### config.mk
export PLATFORM = sky130hd
export DESIGN_NAME = imem_boot_ctrl
export DESIGN_NICKNAME = d
export VERILOG_FILES = /design/src/rtl/imem_boot_ctrl.sv
export SDC_FILE = /design/constraint.sdc
export NUM_CORES = 1
export LEC_CHECK = 0
export CORE_MARGIN = 2
export CORE_UTILIZATION = 60
export CTS_CLUSTER_SIZE = 40
export DETAILED_ROUTE_END_ITERATION = 7
export DONT_BUFFER_PORTS = 1
export HOLD_SLACK_MARGIN = 0.15
export MAX_ROUTING_LAYER = met4
export PLACE_DENSITY = 0.75
export REMOVE_ABC_BUFFERS = 1
export SLEW_MARGIN = 20
export SYNTH_ARGS = -nofsm -noshare
export SYNTH_HDL_FRONTEND = slang
export SYNTH_SLANG_ARGS = --single-unit
### constraint.sdc
create_clock -name clk -period 3.3 [get_ports clk]
set_input_delay 0.825 -clock clk [delete_from_list [all_inputs] [get_ports clk]]
set_output_delay 0.825 -clock clk [all_outputs]
set_load 0.005 [all_outputs]
### src/rtl/imem_boot_ctrl.sv
// ---------------------------------------------------------------------------
// imem_boot_ctrl
//
// Purpose:
//   Boot-time owner of the byte-addressed instruction memory (32-bit words,
//   little endian). Program words arrive over a valid/ready stream and are
//   written sequentially from byte address 0. The core is held (cpu_hold)
//   until the image is in place. After that the memory read port is handed
//   to the fetch stage.
//
// Optional feature macro: CHECKSUM_EN
//   When defined, the ld_last beat carries a 32-bit checksum (sum mod 2^32
//   of all written words) instead of program data. That beat is not written.
//   A wrong checksum, or filling memory without seeing ld_last, ends in ERR.
//
// Ports:
//   clk, rst          clock and synchronous active-high reset
//   boot_start        pulse: start or restart a load (from IDLE/RUN/ERR)
//   ld_valid/ld_data/ld_last/ld_ready   loader stream
//   cpu_fetch_addr    fetch byte address from core
//   cpu_stall_in      pipeline stall from core
//   imem_read_addr    memory read address (fetch address while running)
//   imem_stall        memory stall (core stall while running, else 1)
//   imem_write_addr   memory write address (word aligned, registered)
//   imem_write_data   memory write data (registered)
//   imem_w_en         memory write enable (registered)
//   cpu_hold          1 = core held in reset
//   boot_done         image loaded, core running
//   boot_err          load failed (timeout, or checksum when enabled)
//   words_loaded      words written by the current load (saturating)
// ---------------------------------------------------------------------------
module imem_boot_ctrl #(
    parameter int INST_MEMORY_SIZE = 1024,
    parameter int ADDR_WIDTH       = $clog2(INST_MEMORY_SIZE),
    parameter int TIMEOUT_CYCLES   = 65535
) (
    input  logic                  clk,
    input  logic                  rst,
    input  logic                  boot_start,
    input  logic                  ld_valid,
    input  logic [31:0]           ld_data,
    input  logic                  ld_last,
    output logic                  ld_ready,
    input  logic [ADDR_WIDTH-1:0] cpu_fetch_addr,
    input  logic                  cpu_stall_in,
    output logic [ADDR_WIDTH-1:0] imem_read_addr,
    output logic                  imem_stall,
    output logic [ADDR_WIDTH-1:0] imem_write_addr,
    output logic [31:0]           imem_write_data,
    output logic                  imem_w_en,
    output logic                  cpu_hold,
    output logic                  boot_done,
    output logic                  boot_err,
    output logic [ADDR_WIDTH-2:0] words_loaded
);

    localparam int TW = $clog2(TIMEOUT_CYCLES + 1);

    // Byte address of the final word in memory.
    localparam logic [ADDR_WIDTH-1:0] LAST_ADDR = {{(ADDR_WIDTH-2){1'b1}}, 2'b00};
    // Number of words that fit in memory.
    localparam logic [ADDR_WIDTH-2:0] WL_MAX    = {1'b1, {(ADDR_WIDTH-2){1'b0}}};
    localparam logic [TW-1:0]         TO_LAST   = TW'(TIMEOUT_CYCLES - 1);

    typedef enum logic [2:0] {
        IDLE,
        LOAD,
        DRAIN,
        RUN,
        ERR
    } state_t;

    state_t                state;
    state_t                next_state;
    logic [ADDR_WIDTH-1:0] wp;
    logic [TW-1:0]         idle_cnt;
    logic                  accept;
    logic                  write_beat;
    logic                  at_full;
    logic                  start_load;

`ifdef CHECKSUM_EN
    logic [31:0] sum;
    logic        sum_ok;

    assign sum_ok     = (sum == ld_data);
    // The checksum beat itself is never written to memory.
    assign write_beat = accept && !ld_last;
`else
    assign write_beat = accept;
`endif

    assign accept     = (state == LOAD) && ld_valid;
    assign at_full    = (wp == LAST_ADDR);
    // boot_start is only honoured outside an active load.
    assign start_load = boot_start && ((state == IDLE) || (state == RUN) || (state == ERR));

    // State register.
    always_ff @(posedge clk) begin
        if (rst) begin
            state <= IDLE;
        end else begin
            state <= next_state;
        end
    end

    // Next-state and ready logic.
    always_comb begin
        next_state = state;
        ld_ready   = 1'b0;
        case (state)
            IDLE: begin
                if (boot_start) begin
                    next_state = LOAD;
                end
            end
            LOAD: begin
                ld_ready = 1'b1;
                if (accept) begin
`ifdef CHECKSUM_EN
                    if (ld_last) begin
                        next_state = sum_ok ? DRAIN : ERR;
                    end else if (at_full) begin
                        next_state = ERR;
                    end
`else
                    if (ld_last || at_full) begin
                        next_state = DRAIN;
                    end
`endif
                end else if (idle_cnt == TO_LAST) begin
                    next_state = ERR;
                end
            end
            DRAIN: begin
                next_state = RUN;
            end
            RUN, ERR: begin
                if (boot_start) begin
                    next_state = LOAD;
                end
            end
            default: begin
                next_state = IDLE;
            end
        endcase
    end

    // Write pointer, counters and the registered memory write port.
    // wp holds at the final word rather than wrapping; the FSM leaves LOAD
    // on that beat anyway.
    always_ff @(posedge clk) begin
        if (rst) begin
            wp              <= '0;
            words_loaded    <= '0;
            idle_cnt        <= '0;
            imem_w_en       <= 1'b0;
            imem_write_addr <= '0;
            imem_write_data <= '0;
`ifdef CHECKSUM_EN
            sum             <= '0;
`endif
        end else begin
            imem_w_en <= 1'b0;
            if (start_load) begin
                wp           <= '0;
                words_loaded <= '0;
                idle_cnt     <= '0;
`ifdef CHECKSUM_EN
                sum          <= '0;
`endif
            end else if (state == LOAD) begin
                if (accept) begin
                    idle_cnt <= '0;
                    if (write_beat) begin
                        imem_w_en       <= 1'b1;
                        imem_write_addr <= wp;
                        imem_write_data <= ld_data;
                        if (!at_full) begin
                            wp <= wp + ADDR_WIDTH'(4);
                        end
                        if (words_loaded != WL_MAX) begin
                            words_loaded <= words_loaded + (ADDR_WIDTH-1)'(1);
                        end
`ifdef CHECKSUM_EN
                        sum <= sum + ld_data;
`endif
                    end
                end else begin
                    idle_cnt <= idle_cnt + TW'(1);
                end
            end
        end
    end

    assign cpu_hold       = (state != RUN);
    assign boot_done      = (state == RUN);
    assign boot_err       = (state == ERR);
    assign imem_read_addr = (state == RUN) ? cpu_fetch_addr : '0;
    assign imem_stall     = (state == RUN) ? cpu_stall_in : 1'b1;

endmodule
==> impl_metrics.env, run 1 <==
export IMPL_total_power_mw=1.93
export IMPL_min_period_ps=2390
export IMPL_outcome="finished, final reports clean"
export IMPL_ys_ff_latch=77
export IMPL_start_util=0.626
export IMPL_rows=26
export IMPL_die_area_sq_um=6000
export IMPL_grt_pass1_vias=2254
export IMPL_drtIter0Drc=107
export IMPL_core_sq_um=5170
export IMPL_ctsLongestPathBuffers=2
export IMPL_final_setup_tns_ps=0
export IMPL_port_buffers=0
export IMPL_slew_headroom=0.656
export IMPL_crit_arrival_ps=1560
export IMPL_yosysSeqAreaShare=0.476
export IMPL_whs_ps=467
export IMPL_diodes=0
export IMPL_r2r_slack_ps=1330
export IMPL_crit_start="state[1]"
export IMPL_gr_total_overflow=0
export IMPL_cts_resized=0
export IMPL_final_hold_viol_count=0
export IMPL_clk_latency_ps=350
export IMPL_critical_path_max_fanout=15
export IMPL_grt_max_degree=48
export IMPL_synth_cell_types=42
export IMPL_synth_most_common_cell="nand2_1"
export IMPL_worst_clock_skew_ps=8.31
export IMPL_clk_pin_slew_ps=80
export IMPL_htree_num_levels=3
export IMPL_rsz0062_at_grt="no"
export IMPL_p_per_area_nw_per_um2=554
export IMPL_fmax_ghz=0.419
export IMPL_synth_main_ff_cell="dfxtp_1"
export IMPL_post_cts_buffers=0
export IMPL_num_vias=2495
export IMPL_layout_cells_non_filler=462
export IMPL_yosysTopAreaCell="dfxtp_1"
export IMPL_setup_viol=0
export IMPL_fp_dieH_um=77.5
export IMPL_grt_pass1_wl_um=10100
export IMPL_gp_congestion=0.804
export IMPL_wl_per_cell_um=13.5
export IMPL_syn_area_sq_um=3240
export IMPL_cts_root_buffer="clkbuf_8"
export IMPL_max_cap_violations=0
export IMPL_dp_cells=446
export IMPL_fin_util=0.674
export IMPL_drv_slew=0
export IMPL_io_pins=115
export IMPL_ant_nets=0
export IMPL_synth_area_leaders="dfxtp_1 48%, nand2_1 10%, a21oi_1 7.4%, nor2_1 5.5%, xnor2_1 3.8%"
export IMPL_required_ps=2470
export IMPL_cts_tree="yes"
export IMPL_synthArstFlopShare=0
export IMPL_synth_edf_count=0
export IMPL_period_share=0.723
export IMPL_place_area_sq_um=3270
export IMPL_vias_per_cell=5.40
export IMPL_ctsHoldBuffers=0
export IMPL_final_nets=440
export IMPL_die_w_um=77.5
export IMPL_finalInstanceArea_sq_um=3490
export IMPL_dr_pass1_iters=4
export IMPL_hold_class="reg -> reg"
export IMPL_endpoint_kind="output port"
export IMPL_synth_top_cell_area_share=0.476
export IMPL_fin_ws_ps=913
export IMPL_cp_start_kind="flop"
export IMPL_post_place_ws_ps=1110
export IMPL_drc=0
export IMPL_clock_sinks=77
export IMPL_dp_hpwl_um=4190
export IMPL_syn_inst=395
export IMPL_grt_total_usage=0.216
export IMPL_numCtsBuffers=9
export IMPL_irDropWorstVdd_v=0.000342
export IMPL_critPathKind="reg -> out"
export IMPL_antenna_found_initial=0
export IMPL_reg2reg_from="state[2]"
export IMPL_area_delta_synth_final_pct=7.69
export IMPL_drive_above_1_share=0.0740
export IMPL_syn_avg_cell_area_sq_um=8.19
export IMPL_yosys_warnings=0
export IMPL_worst_slew_pin_slew_ps=517
export IMPL_synthTopCellsByCount="90 x nand2_1, 77 x dfxtp_1, 48 x a21oi_1"
export IMPL_p_leak_nw=1.22
export IMPL_hp_start="imem_write_data[14]"
export IMPL_wl_um=6230
[cell families after synthesis]
kind of cell               after synthesis  share of synthesized area
muxes                                    2                    0.00619
DFF                                     77                      0.476
other                                    1                    0.00116
adders and majority gates                5                     0.0193
AOI/OAI and AO/OA                       60                      0.103
buffers and inverters                   31                     0.0402
xor gates and xnor gates                27                     0.0731
and+or+nand+nor                        192                      0.281
[layout make-up]
cell class	instances	area, sq um
clock buffers	10	128
clock inverters	6	86.3
fillers	431	1690
inverters	8	31.3
multi-input cells	288	1590
flip-flops and latches	77	1540
well taps	70	87.6
repair buffers	3	22.5
[report_power, final]
group / leakage (nW) / total [mW] / internal, mW / switching [mW]
logic: 0.486 / 0.166 / 0.0597 / 0.106
registers: 0.623 / 0.999 / 0.964 / 0.0344
clock network: 0.107 / 0.765 / 0.426 / 0.339
[path summary, 6_finish.rpt]
kind / endpoint / cells past startpoint
worst max-delay path: imem_read_addr[4] / 2
worst min-delay path: imem_write_data[14] / 2
worst max register to register: state[0] / 6
worst min register to register: imem_write_data[14] / 2
[cells in the final DEF, fill, tap and decap left out, types with 4 or more instances in the layout]
cell type,count
ha_1,5
nand3_1,9
inv_1,7
and3_1,6
and2_1,11
xor2_1,13
a21oi_1,48
clkbuf_8,9
nor2_1,47
xnor2_1,14
nand4_1,6
nand2_1,90
nand2b_1,4
dfxtp_1,77
[metal layers]
| layer | track usage | part of all wire | up-vias | wire length [um] |
|---|---|---|---|---|
| li1 | - | - | 1274 | - |
| met1 | 0.229 | 0.41 | 1140 | 2550 |
| met2 | 0.363 | 0.50 | 75 | 3130 |
| met3 | 0.0965 | 0.079 | 6 | 495 |
| met4 | 0.0643 | 0.010 | 0 | 65 |
| met5 | - | 0 | - | 0 |
[worst max-delay path, cell delays in order (launching register included)]
cell	delay [ps]
dfxtp_1	550
and3b_1	460
and2_1	210
[registers in the layout, summed over array words and instances, names as in the netlist]
| signal | flops |
|---|---|
| idle_cnt | 16 |
| words_loaded | 9 |
| imem_write_addr | 8 |
| imem_write_data | 32 |
| wp | 8 |
| state | 3 |
| imem_w_en | 1 |
Note: power is estimated with default switching activity, not from simulation.
==> run 2: changes to the inputs <==
Settings changed: CORE_UTILIZATION 60 to 56, PLACE_DENSITY 0.75 to 0.73.
Clock period 3.3 ns to 2 ns, I/O delays scaled along.
==> run 2 against run 1 <==
Net effect:
- clock skew decreased by 2.9 ps
- via count is 0.72% higher
- clock power increased by 46%
- setup slack worse by 790 ps
- sequential share of layout area hardly changed
- critical endpoint is now ld_ready
==> impl_metrics.env, run 2 (same netlist as run 1, synthesis figures left out) <==
export IMPL_min_period_ps=1880
export IMPL_ff2ff_path_depth=6
export IMPL_final_hold_viol_count=0
export IMPL_fin_ws_ps=120
export IMPL_worstPathCellList="or3b_4, clkinv_2"
export IMPL_internal_power_mw=2.27
export IMPL_endpoint_kind="output port"
export IMPL_required_ps=1500
export IMPL_max_cap_violations=0
export IMPL_drc=0
export IMPL_critPathKind="reg -> out"
export IMPL_worst_clock_skew_ps=5.44
export IMPL_layout_cells_non_filler=466
export IMPL_dp_cells=451
export IMPL_area_delta_synth_final_pct=7.81
export IMPL_gr_total_overflow=0
export IMPL_die_area_sq_um=6400
export IMPL_grt_met2_usage=0.328
export IMPL_rsz0062_at_grt="no"
export IMPL_dp_hpwl_um=4410
export IMPL_grt_max_degree=45
export IMPL_grt_total_usage=0.211
export IMPL_p_clk_frac=0.366
export IMPL_period_share=0.940
export IMPL_dr_pass1_iters=4
export IMPL_grt_busiest_layer="met2"
export IMPL_irDropWorstVdd_v=0.000495
export IMPL_final_nets=443
export IMPL_ctsHoldBuffers=0
export IMPL_die_w_um=80.0
export IMPL_post_place_ws_ps=272
export IMPL_final_common_cell="nand2_1"
export IMPL_crit_arrival_ps=1380
export IMPL_ant_nets=0
export IMPL_hp_start="rst"
export IMPL_io_pins=115
export IMPL_holdPathStages=1
export IMPL_p_leak_nw=1.22
export IMPL_reg_top3="imem_write_data (32), idle_cnt (16), words_loaded (9)"
export IMPL_max_stage_delay_ps=480
export IMPL_cts_tree="yes"
export IMPL_largest_reg_flops=32
export IMPL_r2r_slack_ps=250
export IMPL_start_util=0.584
export IMPL_grtUsageMet1=0.250
export IMPL_setup_viol=0
export IMPL_cts_root_buffer="clkbuf_8"
export IMPL_diodes=0
export IMPL_p_sw_frac=0.257
export IMPL_hold_class="in -> reg"
export IMPL_final_setup_tns_ps=0
export IMPL_drtIter0Drc=115
export IMPL_fp_dieH_um=80.0
export IMPL_ctsLongestPathBuffers=2
export IMPL_largest_register="imem_write_data"
export IMPL_wl_um=6460
export IMPL_crit_slowest_cell="dfxtp_1"
export IMPL_wl_per_cell_um=13.9
export IMPL_whs_ps=216
export IMPL_cp_start_kind="flop"
export IMPL_grt_pass1_wl_um=10300
export IMPL_clk_pin_slew_ps=80
export IMPL_core_sq_um=5540
export IMPL_hold_end="imem_write_data[9]"
export IMPL_net_switching_power_uw=785
export IMPL_rows=27
export IMPL_gp_congestion=0.803
export IMPL_r2r_end="state[2]"
export IMPL_layout_common_cells="90 x nand2_1, 75 x dfxtp_1, 48 x a21oi_1, 47 x nor2_1, 14 x xnor2_1"
export IMPL_clock_sinks=77
export IMPL_crit_buf_inv=1
export IMPL_vias_per_cell=5.39
export IMPL_grt_pass1_vias=2284
export IMPL_drv_slew=0
export IMPL_port_buffers=0
export IMPL_reg2reg_from="state[0]"
export IMPL_fill_cells=493
export IMPL_p_per_area_nw_per_um2=875
export IMPL_antenna_found_initial=0
export IMPL_outcome="finished, final reports clean"
export IMPL_comb_power_share=0.094
export IMPL_cp_top_family="flip-flops"
export IMPL_htree_num_levels=3
export IMPL_numCtsBuffers=9
export IMPL_drive_above_1_share=0.0888
export IMPL_critical_path_max_fanout=9
export IMPL_clk_latency_ps=340
export IMPL_place_area_sq_um=3300
export IMPL_fmax_ghz=0.532
export IMPL_seq_power_share=0.540
export IMPL_met3_usage=0.0532
export IMPL_num_vias=2513
export IMPL_finalInstanceArea_sq_um=3490
## run 2: cell count changes in the layout (fill, tap and decap cells not counted), sizes merged
cell | previous run | this run
buf | 3 | 6
clkinv | 3 | 5
bufinv | 2 | 1
clkbuf | 10 | 9
inv | 8 | 7
## run 2: power by group through the flow
stage	sequential, mW	clock [mW]	combinational (mW)
floorplan	1.67	0	0.213
CTS	1.65	1.16	0.291
detailed placement	1.68	0	0.290
global route	1.66	1.22	0.321
finish	1.65	1.12	0.286
global placement	1.68	0	0.281
## run 2: worst max path at each step
stage	startpoint	to	slack (ps)	cells past startpoint
5_1_grt	state[0]	imem_read_addr[0]	20	2
4_1_cts	state[1]	imem_read_addr[9]	10	2
2_1_floorplan	ld_valid	words_loaded[5]	-2600	4
3_3_place_gp	state[0]	state[2]	330	6
6_report	state[0]	ld_ready	120	2
3_5_place_dp	state[1]	idle_cnt[11]	270	6
## run 2: cell type report
cell class	count	area [sq um]	area share
Tap cell	72	90.1	0.0258
Inverter	8	31.3	0.00896
Multi-Input combinational cell	288	1590	0.456
Clock buffer	9	124	0.0355
Sequential cell	77	1540	0.442
Timing Repair Buffer	6	45.0	0.0129
Clock inverter	6	65.1	0.0186
## run 2: stage by stage
stage	util	power, mW
floorplan	-	1.88
global placement	0.595	1.96
detailed placement	0.595	1.97
CTS	0.629	3.10
global route	0.630	3.20
finish	0.630	3.05
## run 2: worst register-to-register path: stages (launching register included)
cell and delay (ps):
dfxtp_1 480, or3b_4 450, clkinv_2 110, nand2b_1 80, o211ai_2 260, mux2i_1 220
nor2_1 50
## run 2: what timing repair did
item,in CTS,in global routing
setup endpoints to repair,11,10
pin swaps,0,0
buffers inserted,0,0
gates resized for setup,1,2
gates cloned,0,0
## run 2: metal layers
| layer | share of wire | vias up |
|---|---|---|
| met5 | 0 | - |
| met4 | 0.019 | 0 |
| met3 | 0.061 | 11 |
| met2 | 0.47 | 67 |
| met1 | 0.44 | 1161 |
| li1 | - | 1274 |
==> run 3: changes to the inputs <==
Settings changed: SLEW_MARGIN 20 to unset.
==> results of run 3 <==
Same layout as run 2: the final DEF is identical, and so are final timing and power.
